File: config.mk
export PLATFORM = sky130hd
export DESIGN_NAME = mem_access_unit
export DESIGN_NICKNAME = d
export VERILOG_FILES = /design/src/rtl/mem_access_unit.sv
export SDC_FILE = /design/constraint.sdc
export NUM_CORES = 1
export LEC_CHECK = 0
export BUFFER_PORTS_ARGS = -buffer_cell sky130_fd_sc_hd__buf_2
export CORE_MARGIN = 2
export CORE_UTILIZATION = 34
export CTS_CLUSTER_SIZE = 40
export DETAILED_ROUTE_END_ITERATION = 12
export SYNTH_ARGS = -nofsm -noshare
export SYNTH_HDL_FRONTEND = slang
export SYNTH_SLANG_ARGS = --single-unit
File: constraint.sdc
create_clock -name clk -period 2.6 [get_ports clk]
set_clock_uncertainty 0.2 [all_clocks]
set_input_delay 0.39 -clock clk [delete_from_list [all_inputs] [get_ports clk]]
set_output_delay 0.39 -clock clk [all_outputs]
set_load 0.05 [all_outputs]
File: src/rtl/mem_access_unit.sv
// mem_access_unit: handshaked load/store unit between the core memory stage
// and a word-organised data RAM with byte enables.
//   IDLE -> ACCESS (wait for mem_ack, optional timeout) -> RESP -> IDLE
// Optional build macro: MISALIGN_TRAP_EN
//   defined   : misaligned half/word accesses respond with err=1 and never
//               touch the RAM.
//   undefined : low address bits are forced to natural alignment and the
//               access proceeds normally.
module mem_access_unit #(
  parameter int          ADDR_W      = 12,
  parameter logic [31:0] BASE_OFFSET = 32'h0,
  parameter int          TIMEOUT     = 15
) (
  input  logic              clk,
  input  logic              rst,
  input  logic              req_valid,
  output logic              req_ready,
  input  logic [2:0]        mem_ctrl,
  input  logic [31:0]       addr_in,
  input  logic [31:0]       wdata_in,
  output logic              resp_valid,
  output logic [31:0]       rdata_out,
  output logic              err,
  output logic [ADDR_W-3:0] mem_addr,
  output logic              mem_en,
  output logic              mem_we,
  output logic [3:0]        mem_be,
  output logic [31:0]       mem_wdata,
  input  logic [31:0]       mem_rdata,
  input  logic              mem_ack
);

  typedef enum logic [1:0] {
    S_IDLE   = 2'd0,
    S_ACCESS = 2'd1,
    S_RESP   = 2'd2
  } state_t;

  typedef enum logic [2:0] {
    OP_LB  = 3'b000,
    OP_LH  = 3'b001,
    OP_LW  = 3'b010,
    OP_LBU = 3'b011,
    OP_LHU = 3'b100,
    OP_SB  = 3'b101,
    OP_SH  = 3'b110,
    OP_SW  = 3'b111
  } op_t;

  // Counter only needs to reach TIMEOUT; keep at least one bit when disabled.
  localparam int CNT_W = (TIMEOUT > 1) ? $clog2(TIMEOUT + 1) : 1;
  localparam logic [CNT_W-1:0] TO_LIMIT = CNT_W'(TIMEOUT);

  state_t             state;
  op_t                op_q;
  logic [1:0]         off_q;
  logic [CNT_W-1:0]   cnt;

  // Request-side decode
  op_t                req_op;
  logic [ADDR_W-1:0]  eff_addr;
  logic [1:0]         req_off;
  logic [1:0]         off_al;
  logic               req_is_store;
  logic               req_is_half;
  logic               req_is_word;
  logic [3:0]         req_be;
  logic [31:0]        req_wdata;
  logic               trap;

  // Completion-side decode
  logic [7:0]         byte_v;
  logic [15:0]        half_v;
  logic [31:0]        load_data;
  logic [CNT_W-1:0]   cnt_inc;
  logic               timeout_hit;

  assign req_op       = op_t'(mem_ctrl);
  // Base offset is added at full width; the cast discards the carry-out so
  // the address wraps silently inside the RAM.
  assign eff_addr     = ADDR_W'(addr_in + BASE_OFFSET);
  assign req_off      = eff_addr[1:0];
  assign req_is_store = (req_op == OP_SB) || (req_op == OP_SH) || (req_op == OP_SW);
  assign req_is_half  = (req_op == OP_LH) || (req_op == OP_LHU) || (req_op == OP_SH);
  assign req_is_word  = (req_op == OP_LW) || (req_op == OP_SW);

`ifdef MISALIGN_TRAP_EN
  assign trap = (req_is_half && req_off[0]) || (req_is_word && (req_off != 2'b00));
`else
  assign trap = 1'b0;
`endif

  // Natural alignment of the lane offset: halfwords ignore bit 0, words ignore both.
  always_comb begin
    off_al = req_off;
    if (req_is_half)      off_al = {req_off[1], 1'b0};
    else if (req_is_word) off_al = 2'b00;
  end

  // Byte enables and lane-replicated write data for the incoming request.
  // NOTE: every output of a combinational block gets a default first so no path leaves it unassigned (which would infer a latch).
  always_comb begin
    req_be    = 4'b1111;
    req_wdata = 32'h0;
    unique case (req_op)
      OP_SB: begin
        req_be    = 4'b0001 << off_al;
        req_wdata = {4{wdata_in[7:0]}};
      end
      OP_SH: begin
        req_be    = 4'b0011 << {off_al[1], 1'b0};
        req_wdata = {2{wdata_in[15:0]}};
      end
      OP_SW: begin
        req_be    = 4'b1111;
        req_wdata = wdata_in;
      end
      default: begin
        req_be    = 4'b1111;
        req_wdata = 32'h0;
      end
    endcase
  end

  assign byte_v = mem_rdata[{off_q, 3'b000} +: 8];
  assign half_v = mem_rdata[{off_q[1], 4'b0000} +: 16];

  // Extend the selected byte/half of the RAM word according to the latched op.
  always_comb begin
    load_data = 32'h0;
    unique case (op_q)
      OP_LB:   load_data = {{24{byte_v[7]}}, byte_v};
      OP_LBU:  load_data = {24'h0, byte_v};
      OP_LH:   load_data = {{16{half_v[15]}}, half_v};
      OP_LHU:  load_data = {16'h0, half_v};
      OP_LW:   load_data = mem_rdata;
      default: load_data = 32'h0;
    endcase
  end

  assign cnt_inc     = cnt + 1'b1;
  assign timeout_hit = (TIMEOUT != 0) && (cnt_inc == TO_LIMIT);

  // Control FSM with registered handshake and RAM-side outputs.
  // NOTE: all state is updated with non-blocking assignments so every register samples pre-edge values regardless of statement order.
  always_ff @(posedge clk) begin
    if (rst) begin
      state      <= S_IDLE;
      op_q       <= OP_LB;
      off_q      <= 2'b00;
      cnt        <= '0;
      req_ready  <= 1'b1;
      resp_valid <= 1'b0;
      rdata_out  <= 32'h0;
      err        <= 1'b0;
      mem_addr   <= '0;
      mem_en     <= 1'b0;
      mem_we     <= 1'b0;
      mem_be     <= 4'b0000;
      mem_wdata  <= 32'h0;
    end else begin
      unique case (state)
        S_IDLE: begin
          if (req_valid) begin
            req_ready <= 1'b0;
            op_q      <= req_op;
            off_q     <= off_al;
            cnt       <= '0;
            if (trap) begin
              // Misaligned: answer with an error without touching the RAM.
              state      <= S_RESP;
              resp_valid <= 1'b1;
              err        <= 1'b1;
              rdata_out  <= 32'h0;
            end else begin
              state     <= S_ACCESS;
              mem_en    <= 1'b1;
              mem_we    <= req_is_store;
              mem_addr  <= eff_addr[ADDR_W-1:2];
              mem_be    <= req_be;
              mem_wdata <= req_wdata;
            end
          end
        end

        S_ACCESS: begin
          if (mem_ack) begin
            // An ack in the same cycle the limit is reached still completes.
            state      <= S_RESP;
            mem_en     <= 1'b0;
            mem_we     <= 1'b0;
            cnt        <= '0;
            resp_valid <= 1'b1;
            err        <= 1'b0;
            rdata_out  <= load_data;
          end else if (timeout_hit) begin
            state      <= S_RESP;
            mem_en     <= 1'b0;
            mem_we     <= 1'b0;
            cnt        <= '0;
            resp_valid <= 1'b1;
            err        <= 1'b1;
            rdata_out  <= 32'h0;
          end else begin
            cnt <= cnt_inc;
          end
        end

        S_RESP: begin
          state      <= S_IDLE;
          resp_valid <= 1'b0;
          err        <= 1'b0;
          rdata_out  <= 32'h0;
          req_ready  <= 1'b1;
        end

        default: begin
          state     <= S_IDLE;
          req_ready <= 1'b1;
          mem_en    <= 1'b0;
          mem_we    <= 1'b0;
        end
      endcase
    end
  end

endmodule

==> flow_summary_export.csv, run 1 <==
group,metric,value,unit
cts,clockRootBuffer,"clkbuf_16",
floorplan,core,0.0122,mm^2
timing,slew_violations,0,
final_layout,drive_above_1_share,33.7,%
final_layout,area_growth,28.5,%
cts,cts-resized-gates,0,
route,drt_iter0_markers,327,
route,route.detailed.drc,0,
final_layout,final_cells,827,
worst_setup_path,worstSetupPathType,"reg2reg",
pwr,peakVddDrop,369,uV
pwr,fin_total_pwr,0.00354,W
timing,fin_setup_tns,0,ns
grt,antenna_found_initial,0,
yosys,ys_ff_latch,94,
route,wl,12.8,mm
grt,grt_pass1_wl,20.2,mm
cts,clk_pin_slew,0.06,ns
cts,hold_buffers,0,
placed_design,place_ws,0.425,ns
worst_setup_path,critPathCaptureType,"register",
route,vias,4248,
cts,clk_latency,0.35,ns
yosys,syn_nets,611,
grt,grt_max_degree,50,
worst_setup_path,required,2.68,ns
pwr,power.density,644,mW/mm^2
placed_design,gp_congestion,0.812,
cts,htreeDepth,3,
worst_setup_path,critPathArrivalTime,2.22,ns
floorplan,die-area,0.0135,mm^2
cts,cts_sinks,94,
grt,top_usage_layer,"met2",
yosys,synth_edf_count,0,
timing,setup_viol,0,
floorplan,core.rowCount,40,
floorplan,start_util,35.2,%
pwr,p_leak,2.42,nW
placed_design,hpwl,9.52,mm
timing,max_freq,0.467,GHz
route,antenna_left,0,
timing,rsz0062_at_grt,"no",
yosys,synth-main-ff-cell,"dfxtp_1",
cts,tritoncts,"done",
yosys,synth_cells,506,
status,status,"complete, no violations",
timing,min_period_over_period,82.3,%
floorplan,die-height,116,um
route,drt_first_pass_iters,5,
yosys,yosysWarnings,0,
cts,cts_buffer_depth,2,
final_layout,final_cell_mix,"buf_2, dfxtp_1, a21oi_1, nand2_1, nor2_1",
timing,max_slew_margin,43.9,%
worst_setup_path,start_kind,"register",
floorplan,ioPinCount,186,
grt,grt_use_met3,6.43,%
job,drv_cap,0,
yosys,yosysUniqueCellTypes,47,
hold_path,min_path_type,"in2reg",
placed_design,portBuffers,165,
final_layout,final_common_cell,"buf_2",
grt,use_met1,22.9,%
grt,grt.met2_usage,32.0,%
timing,setup_slack,0.461,ns
timing,final_hold_viol_count,0,
timing,tightestPinTransition,0.842,ns
route,vias_per_cell,5.14,
cts,postCtsSetupRepairBufs,0,
yosys,async_flop_share,0,%
placed_design,placed_cells,812,
grt,grt_usage,19.1,%
final_layout,nets,760,
yosys,ys_seq_area_share,44.0,%
route,wire_per_inst,15.5,um
timing,min_period,2.14,ns
worst_setup_path,cp_max_fo,32,
final_layout,antenna_cells,0,
timing,hold_slack,0.0812,ns
yosys,synth_area,0.00428,mm^2
grt,grt_overflow_total,0,
floorplan,die_w,116,um
grt,first_global_vias,4082,
yosys,avgSynthCellArea,8.46,um^2
cts,numCtsBuffers,9,
==> power breakdown <==
part | switching [W] | internal (W)
registers | 0.0000462 | 0.00151
logic | 0.000515 | 0.000238
clock network | 0.000565 | 0.000669
==> cell families (layout without fill, tap and decap cells) <==
group,Yosys count,count (layout),share of synthesized area [%]
flip-flops,94,94,44.0
AND/OR/NAND/NOR,160,160,16.3
adder cells (fa/ha/maj),2,2,0.585
multiplexers,26,26,6.78
XOR/XNOR,2,2,0.409
buffers and inverters,43,196,4.59
AO/OA/AOI/OAI,179,179,27.3
==> cell usage after synthesis, types with 2 or more instances <==
cell type   n  area share, %
a21oi_1    70            8.2
a221o_1     2           0.47
a221oi_2    7            2.5
a222oi_1   15            3.5
a22oi_1    24            4.2
a31oi_1     4           0.58
and2_1      3           0.44
buf_1       4           0.35
buf_2      10            1.2
buf_6       3           0.79
clkbuf_1   21            1.8
dfxtp_1    94             44
ha_1        2           0.58
inv_1       4           0.35
mux2_2     14            3.7
mux2i_1    11            2.6
nand2_1    68            6.0
nand2b_1    7            1.0
nand3_1     8           0.94
nand3b_1    2           0.35
nor2_1     56            4.9
nor2_2      2           0.29
nor2b_1     3           0.44
nor3_1      4           0.47
o21a_1      4           0.70
o21ai_0     9            1.1
o21ai_1    34            4.0
xnor2_1     2           0.41
==> worst max-delay path, cell delays in order, from the launching register on <==
cell and delay (ns):
dfxtp_1 0.36, inv_1 0.07, ha_1 0.25, a31oi_1 0.27
o221a_2 0.69, nand2_1 0.13, o21ai_1 0.10
==> per-layer routing <==
metal	part of all wire [%]	vias up
met2	48	153
met3	8.3	15
met1	42	1957
met5	0	-
li1	-	2123
met4	1.5	0
==> path summary, 6_finish.rpt <==
check / to / start / cells past startpoint / slack (ns)
setup / recovery: rdata_out[14]$_SDFFE_PP0P_ / cnt[0]$_SDFFE_PP0P_ / 6 / 0.46
hold / removal: mem_addr[5]$_SDFFE_PP0P_ / addr_in[7] / 3 / 0.08
setup reg to reg: rdata_out[14]$_SDFFE_PP0P_ / cnt[0]$_SDFFE_PP0P_ / 6 / 0.46
hold reg to reg: rdata_out[21]$_SDFFE_PP0P_ / rdata_out[21]$_SDFFE_PP0P_ / 2 / 0.24
==> metrics by stage <==
step / utilization [%] / area, um^2
2_1_floorplan: - / 4280
3_3_place_gp: 43.0 / 5230
3_5_place_dp: 43.0 / 5230
4_1_cts: 45.2 / 5500
5_1_grt: 45.2 / 5500
6_report: 45.2 / 5500
==> sequential cells by signal, indices dropped and copies added, names as in the netlist <==
name / cells
cnt: 4
err: 1
mem_addr: 10
mem_be: 4
mem_en: 1
mem_wdata: 32
mem_we: 1
off_q: 2
op_q: 3
rdata_out: 32
req_ready: 1
resp_valid: 1
state: 2
==> cell type report <==
type / count / area (um^2)
inverters: 5 / 18.8
clock inverters: 5 / 36.3
well taps: 168 / 210
flip-flops and latches: 94 / 1880
repair buffers: 176 / 908
clock buffers: 10 / 239
multi-input cells: 369 / 2210
fillers: 1247 / 6660
Note: power is estimated with default switching activity, not from simulation.
==> run 2, diff against run 1 <==
==> constraint.sdc (replaced) <==
create_clock -name clk -period 1.8 [get_ports clk]
set_clock_uncertainty 0.2 [all_clocks]
set_input_delay 0.27 -clock clk [delete_from_list [all_inputs] [get_ports clk]]
set_output_delay 0.27 -clock clk [all_outputs]
set_load 0.05 [all_outputs]
==> run 2 against run 1 <==
- the flow now finishes with violations (negative setup slack)
- highest routed layer unchanged
- largest power group unchanged
- wire length up 4.6%
- critical path type unchanged
- cell area up 11%
- flip-flop and latch count unchanged
- critical endpoint is now rdata_out[10]$_SDFFE_PP0P_
- utilization up 5.1 points
- worst setup slack worse by 0.49 ns
- fmax up 17%
==> flow_summary_export.csv, run 2 (same netlist as run 1, synthesis figures left out) <==
group,metric,value,unit
status,status,"finished with violations",
status,violations,"negative setup slack",
final_layout,drive_above_1_share,37.6,%
route,antenna_left,0,
timing,final_hold_viol_count,0,
grt,first_global_vias,4331,
cts,clk_pin_slew,0.06,ns
floorplan,die_w,116,um
placed_design,portBuffers,165,
placed_design,hpwl,9.84,mm
worst_setup_path,r2r_start,"cnt[0]$_SDFFE_PP0P_",
final_layout,antenna_cells,0,
cts,clk_latency,0.34,ns
worst_setup_path,crit_start,"cnt[0]$_SDFFE_PP0P_",
timing,setup_slack,-0.0259,ns
route,drt_first_pass_iters,6,
timing,max_freq,0.548,GHz
floorplan,core,0.0122,mm^2
route,route.detailed.drc,0,
worst_setup_path,reg2reg_slack,-0.03,ns
floorplan,die-area,0.0135,mm^2
worst_setup_path,critPathCapture,"rdata_out[10]$_SDFFE_PP0P_",
route,drt_iter0_markers,295,
cts,numCtsBuffers,9,
cts,cts_buffer_depth,2,
worst_setup_path,reg2reg_depth,7,
route,wl,13.4,mm
grt,grt_overflow_total,0,
timing,slew_violations,0,
cts,clockRootBuffer,"clkbuf_16",
job,drv_cap,0,
pwr,peakVddDrop,527,uV
cts,htreeDepth,3,
worst_setup_path,worstSetupPathType,"reg2reg",
pwr,fin_total_pwr,0.00521,W
timing,min_period_over_period,101,%
floorplan,core.rowCount,40,
timing,max_slew_margin,67.8,%
worst_setup_path,cp_max_fo,32,
placed_design,placed_area,0.00552,mm^2
worst_setup_path,critPathArrivalTime,1.85,ns
cts,cts_sinks,94,
pwr,p_leak,2.70,nW
timing,setup_viol,11,
pwr,power.density,851,mW/mm^2
floorplan,ioPinCount,186,
timing,min_period,1.83,ns
grt,grt_max_degree,36,
timing,rsz0062_at_grt,"yes",
floorplan,die-height,116,um
final_layout,area_growth,43.2,%
final_layout,reg_top3,"mem_wdata: 32 flops, rdata_out: 32 flops, mem_addr: 10 flops",
worst_setup_path,reg2reg_to,"rdata_out[10]$_SDFFE_PP0P_",
cts,tritoncts,"done",
worst_setup_path,required,1.82,ns
hold_path,min_path_type,"in2reg",
final_layout,final_cell_mix,"buf_2, dfxtp_1, a21oi_1, nand2_1, nor2_1",
route,vias,4538,
route,vias_per_cell,5.16,
worst_setup_path,start_kind,"register",
worst_setup_path,critPathCaptureType,"register",
final_layout,final_common_cell,"buf_2",
timing,tightestPinTransition,0.482,ns
grt,grt_usage,20.0,%
floorplan,start_util,35.2,%
grt,antenna_found_initial,0,
hold_path,hp-start,"wdata_in[21]",
final_layout,fin_area,0.00613,mm^2
final_layout,nets,811,
final_layout,fillers,1168,
grt,grt_pass1_wl,21.3,mm
route,wire_per_inst,15.3,um
placed_design,gp_congestion,0.851,
run 2: per-stage QoR:
step | hold slack, ns | utilization, % | setup TNS (ns) | setup WS (ns) | std cells
final | 0.0128 | 50.4 | -0.108 | -0.0259 | 879
after CTS | 0.00309 | 49.7 | -0.152 | -0.0459 | 877
after detailed placement | 0.237 | 45.4 | -1.56 | -0.122 | 839
after global placement | 0.232 | 45.4 | -0.678 | -0.0663 | 839
after global routing | 0.0259 | 50.4 | -2.69 | -0.120 | 879
after floorplan | 0.184 | - | -0.140 | -0.0171 | 506
run 2: worst min path at each step:
stage	endpoint	depth (start not counted)
after floorplan	err$_SDFFE_PP0P_	1
after global placement	rdata_out[19]$_SDFFE_PP0P_	2
after detailed placement	rdata_out[26]$_SDFFE_PP0P_	2
after CTS	mem_wdata[20]$_SDFFE_PP0P_	3
after global routing	mem_wdata[21]$_SDFFE_PP0P_	3
final	mem_wdata[21]$_SDFFE_PP0P_	3
run 2: report_power, final:
group / leakage [nW] / internal [W] / switching [W] / total [W]
Clock: 0.126 / 0.000937 / 0.000795 / 0.00173
Combinational: 1.81 / 0.000463 / 0.000790 / 0.00125
Sequential: 0.768 / 0.00218 / 0.0000528 / 0.00223
run 2: final cells by class:
| type | count | area [um^2] | area share (%) |
|---|---|---|---|
| Clock inverter | 5 | 33.8 | 0.551 |
| Multi-Input combinational cell | 369 | 2300 | 37.5 |
| Sequential cell | 94 | 1890 | 30.9 |
| Tap cell | 168 | 210 | 3.43 |
| Timing Repair Buffer | 227 | 1440 | 23.5 |
| Inverter | 5 | 18.8 | 0.306 |
| Clock buffer | 11 | 233 | 3.80 |
run 2: critical path: stages (launching register included):
cell	delay (ns)
dfxtp_4	0.36
ha_4	0.17
nor3b_4	0.25
a31oi_4	0.13
o221a_4	0.28
buf_12	0.16
nand2_1	0.08
o21ai_1	0.07
run 2: metal layers:
metal / track usage (%) / share of wire, % / vias up
li1: - / - / 2232
met1: 24.0 / 41 / 2137
met2: 34.6 / 50 / 156
met3: 5.86 / 7.6 / 13
met4: 6.43 / 1.2 / 0
met5: 0 / 0 / -
run 2: timing repair:
item / in CTS / in global routing
hold buffers: 22 / 0
endpoints found under the hold margin: 23 / 0
pin swaps: 4 / 8
buffers inserted: 0 / 2
resized for setup: 11 / 15
endpoints found under the setup margin: 36 / 74
==> run 3, diff against run 2 <==
--- a/config.mk
+++ b/config.mk
@@ -6,6 +6,7 @@
 export NUM_CORES = 1
 export LEC_CHECK = 0
 export BUFFER_PORTS_ARGS = -buffer_cell sky130_fd_sc_hd__buf_2
+export CORE_ASPECT_RATIO = 1.5
 export CORE_MARGIN = 2
 export CORE_UTILIZATION = 34
 export CTS_CLUSTER_SIZE = 40
==> run 3 against run 2 <==
- the flow still finishes with violations (negative setup slack)
- combinational power up 4%
- cell count increased by 0.68%
- largest cell class unchanged
- flip-flop and latch count unchanged
- highest routed layer unchanged
==> flow_summary_export.csv, run 3 (same netlist as run 1, synthesis figures left out) <==
group,metric,value,unit
status,status,"finished with violations",
status,violations,"negative setup slack",
cts,numCtsBuffers,9,
final_layout,area_growth,45.9,%
timing,min_period,1.84,ns
worst_setup_path,critPathArrivalTime,1.87,ns
cts,cts_sinks,94,
floorplan,core.rowCount,50,
worst_setup_path,worstSetupPathType,"reg2reg",
placed_design,placed_area,0.00558,mm^2
placed_design,portBuffers,165,
timing,final_hold_viol_count,0,
worst_setup_path,cp_cell_sequence,"buf_12, mux2_4, a222oi_1, buf_4, o21ai_2",
cts,cts_buffer_depth,2,
route,vias_per_cell,5.27,
grt,antenna_found_initial,0,
placed_design,hpwl,10.8,mm
timing,min_period_over_period,102,%
timing,setup_viol,11,
final_layout,final_common_cell,"buf_2",
timing,slew_violations,0,
pwr,p_leak,2.81,nW
floorplan,core,0.0124,mm^2
worst_setup_path,r2r_start,"off_q[1]$_SDFFE_PP0P_",
route,drt_first_pass_iters,5,
floorplan,die-area,0.0135,mm^2
worst_setup_path,reg2reg_slack,-0.04,ns
floorplan,die_w,95.6,um
worst_setup_path,critPathCaptureType,"register",
final_layout,drive_above_1_share,39.9,%
worst_setup_path,slowest_stage,"a222oi_1",
final_layout,final_cell_mix,"buf_2, dfxtp_1, a21oi_1, nand2_1, nor2_1",
route,antenna_left,0,
hold_path,min_to,"rdata_out[25]$_SDFFE_PP0P_",
worst_setup_path,reg2reg_to,"rdata_out[1]$_SDFFE_PP0P_",
hold_path,hp-start,"mem_rdata[25]",
worst_setup_path,cp_num_buf_inv,2,
worst_setup_path,cp_max_fo,9,
timing,hold_slack,0.0137,ns
final_layout,nets,829,
grt,grt_usage,21.1,%
floorplan,die-height,141,um
worst_setup_path,crit_family,"compound AO/OA/AOI/OAI gates",
hold_path,min_path_type,"in2reg",
final_layout,fin_area,0.00624,mm^2
route,drt_iter0_markers,208,
hold_path,worstHoldPathCells,3,
cts,clockRootBuffer,"clkbuf_16",
cts,clk_pin_slew,0.07,ns
timing,tightestPinTransition,0.479,ns
worst_setup_path,required,1.84,ns
job,drv_cap,0,
timing,max_freq,0.545,GHz
pwr,fin_total_pwr,0.00542,W
final_layout,fillers,1219,
grt,grt_max_degree,46,
final_layout,reg_top3,"mem_wdata: 32 flops, rdata_out: 32 flops, mem_addr: 10 flops",
pwr,power.density,869,mW/mm^2
worst_setup_path,crit_path_max_incr_delay,0.47,ns
route,wl,14.5,mm
cts,clk_latency,0.34,ns
worst_setup_path,start_kind,"register",
placed_design,gp_congestion,0.874,
timing,max_slew_margin,68.1,%
timing,setup_slack,-0.0353,ns
cts,htreeDepth,3,
worst_setup_path,reg2reg_depth,5,
grt,grt_overflow_total,0,
cts,tritoncts,"done",
floorplan,ioPinCount,186,
grt,grt_pass1_wl,22.5,mm
route,wire_per_inst,16.4,um
grt,first_global_vias,4661,
final_layout,antenna_cells,0,
pwr,peakVddDrop,421,uV
route,vias,4665,
timing,rsz0062_at_grt,"yes",
floorplan,start_util,34.5,%
route,route.detailed.drc,0,
[run 3: cell count changes in the layout (fill, tap and decap cells not counted), sizes merged]
cell         delta
buf            +16
clkbuf          -2
clkinv          -1
clkinvlp        -1
dlygate4sd3     +2
inv             +4
[run 3: cell type report]
class                      instances  area, um^2  area share [%]
clock buffer                       9         225            3.61
clock inverter                     7        62.6            1.00
inverter                           5        18.8           0.301
multi-input combinational        369        2290            36.7
sequential                        94        1890            30.3
tap                              156         195            3.13
timing repair buffer             245        1560            24.9
[run 3: worst register-to-register path, stage by stage (launching register included)]
cell,delay (ns)
dfxtp_4,0.37
buf_12,0.13
mux2_4,0.32
a222oi_1,0.47
buf_4,0.20
o21ai_2,0.04
[run 3: how the worst max path moves through the flow]
| stage | from | to | slack [ns] | cells past startpoint |
|---|---|---|---|---|
| floorplan | off_q[1]$_SDFFE_PP0P_ | rdata_out[10]$_SDFFE_PP0P_ | -0.02 | 6 |
| global placement | off_q[1]$_SDFFE_PP0P_ | rdata_out[1]$_SDFFE_PP0P_ | -0.08 | 5 |
| detailed placement | off_q[1]$_SDFFE_PP0P_ | rdata_out[1]$_SDFFE_PP0P_ | -0.10 | 5 |
| CTS | off_q[1]$_SDFFE_PP0P_ | rdata_out[1]$_SDFFE_PP0P_ | -0.04 | 5 |
| global route | cnt[1]$_SDFFE_PP0P_ | cnt[2]$_SDFFE_PP0P_ | -0.11 | 7 |
| finish | off_q[1]$_SDFFE_PP0P_ | rdata_out[1]$_SDFFE_PP0P_ | -0.04 | 5 |
[run 3: what timing repair did]
| item | in CTS | in global routing |
|---|---|---|
| setup buffers | 5 | 0 |
| gates resized for setup | 19 | 12 |
| pin swaps | 7 | 5 |
| hold endpoints to repair | 24 | 0 |
| setup endpoints to repair | 46 | 51 |
| hold buffers | 24 | 0 |
[run 3: power by group]
part / total [W] / switching, W / internal (W)
combinational: 0.00130 / 0.000813 / 0.000486
clock: 0.00189 / 0.000917 / 0.000971
sequential: 0.00224 / 0.0000606 / 0.00217
[run 3: per-stage QoR]
| stage | setup TNS [ns] | setup WS [ns] | util [%] | std cells |
|---|---|---|---|---|
| after CTS | -0.179 | -0.0405 | 50.1 | 885 |
| after global routing | -2.57 | -0.107 | 50.4 | 885 |
| final | -0.136 | -0.0353 | 50.4 | 885 |
| after detailed placement | -1.29 | -0.105 | 45.0 | 840 |
| after floorplan | -0.140 | -0.0171 | - | 506 |
| after global placement | -0.390 | -0.0812 | 45.0 | 840 |
[run 3: metal layers]
layer  GRT usage [%]  part of all wire [%]
met2            38.6                    52
met1            21.9                    37
met5               0                     0
met3            5.20                   7.8
met4            10.0                   3.0
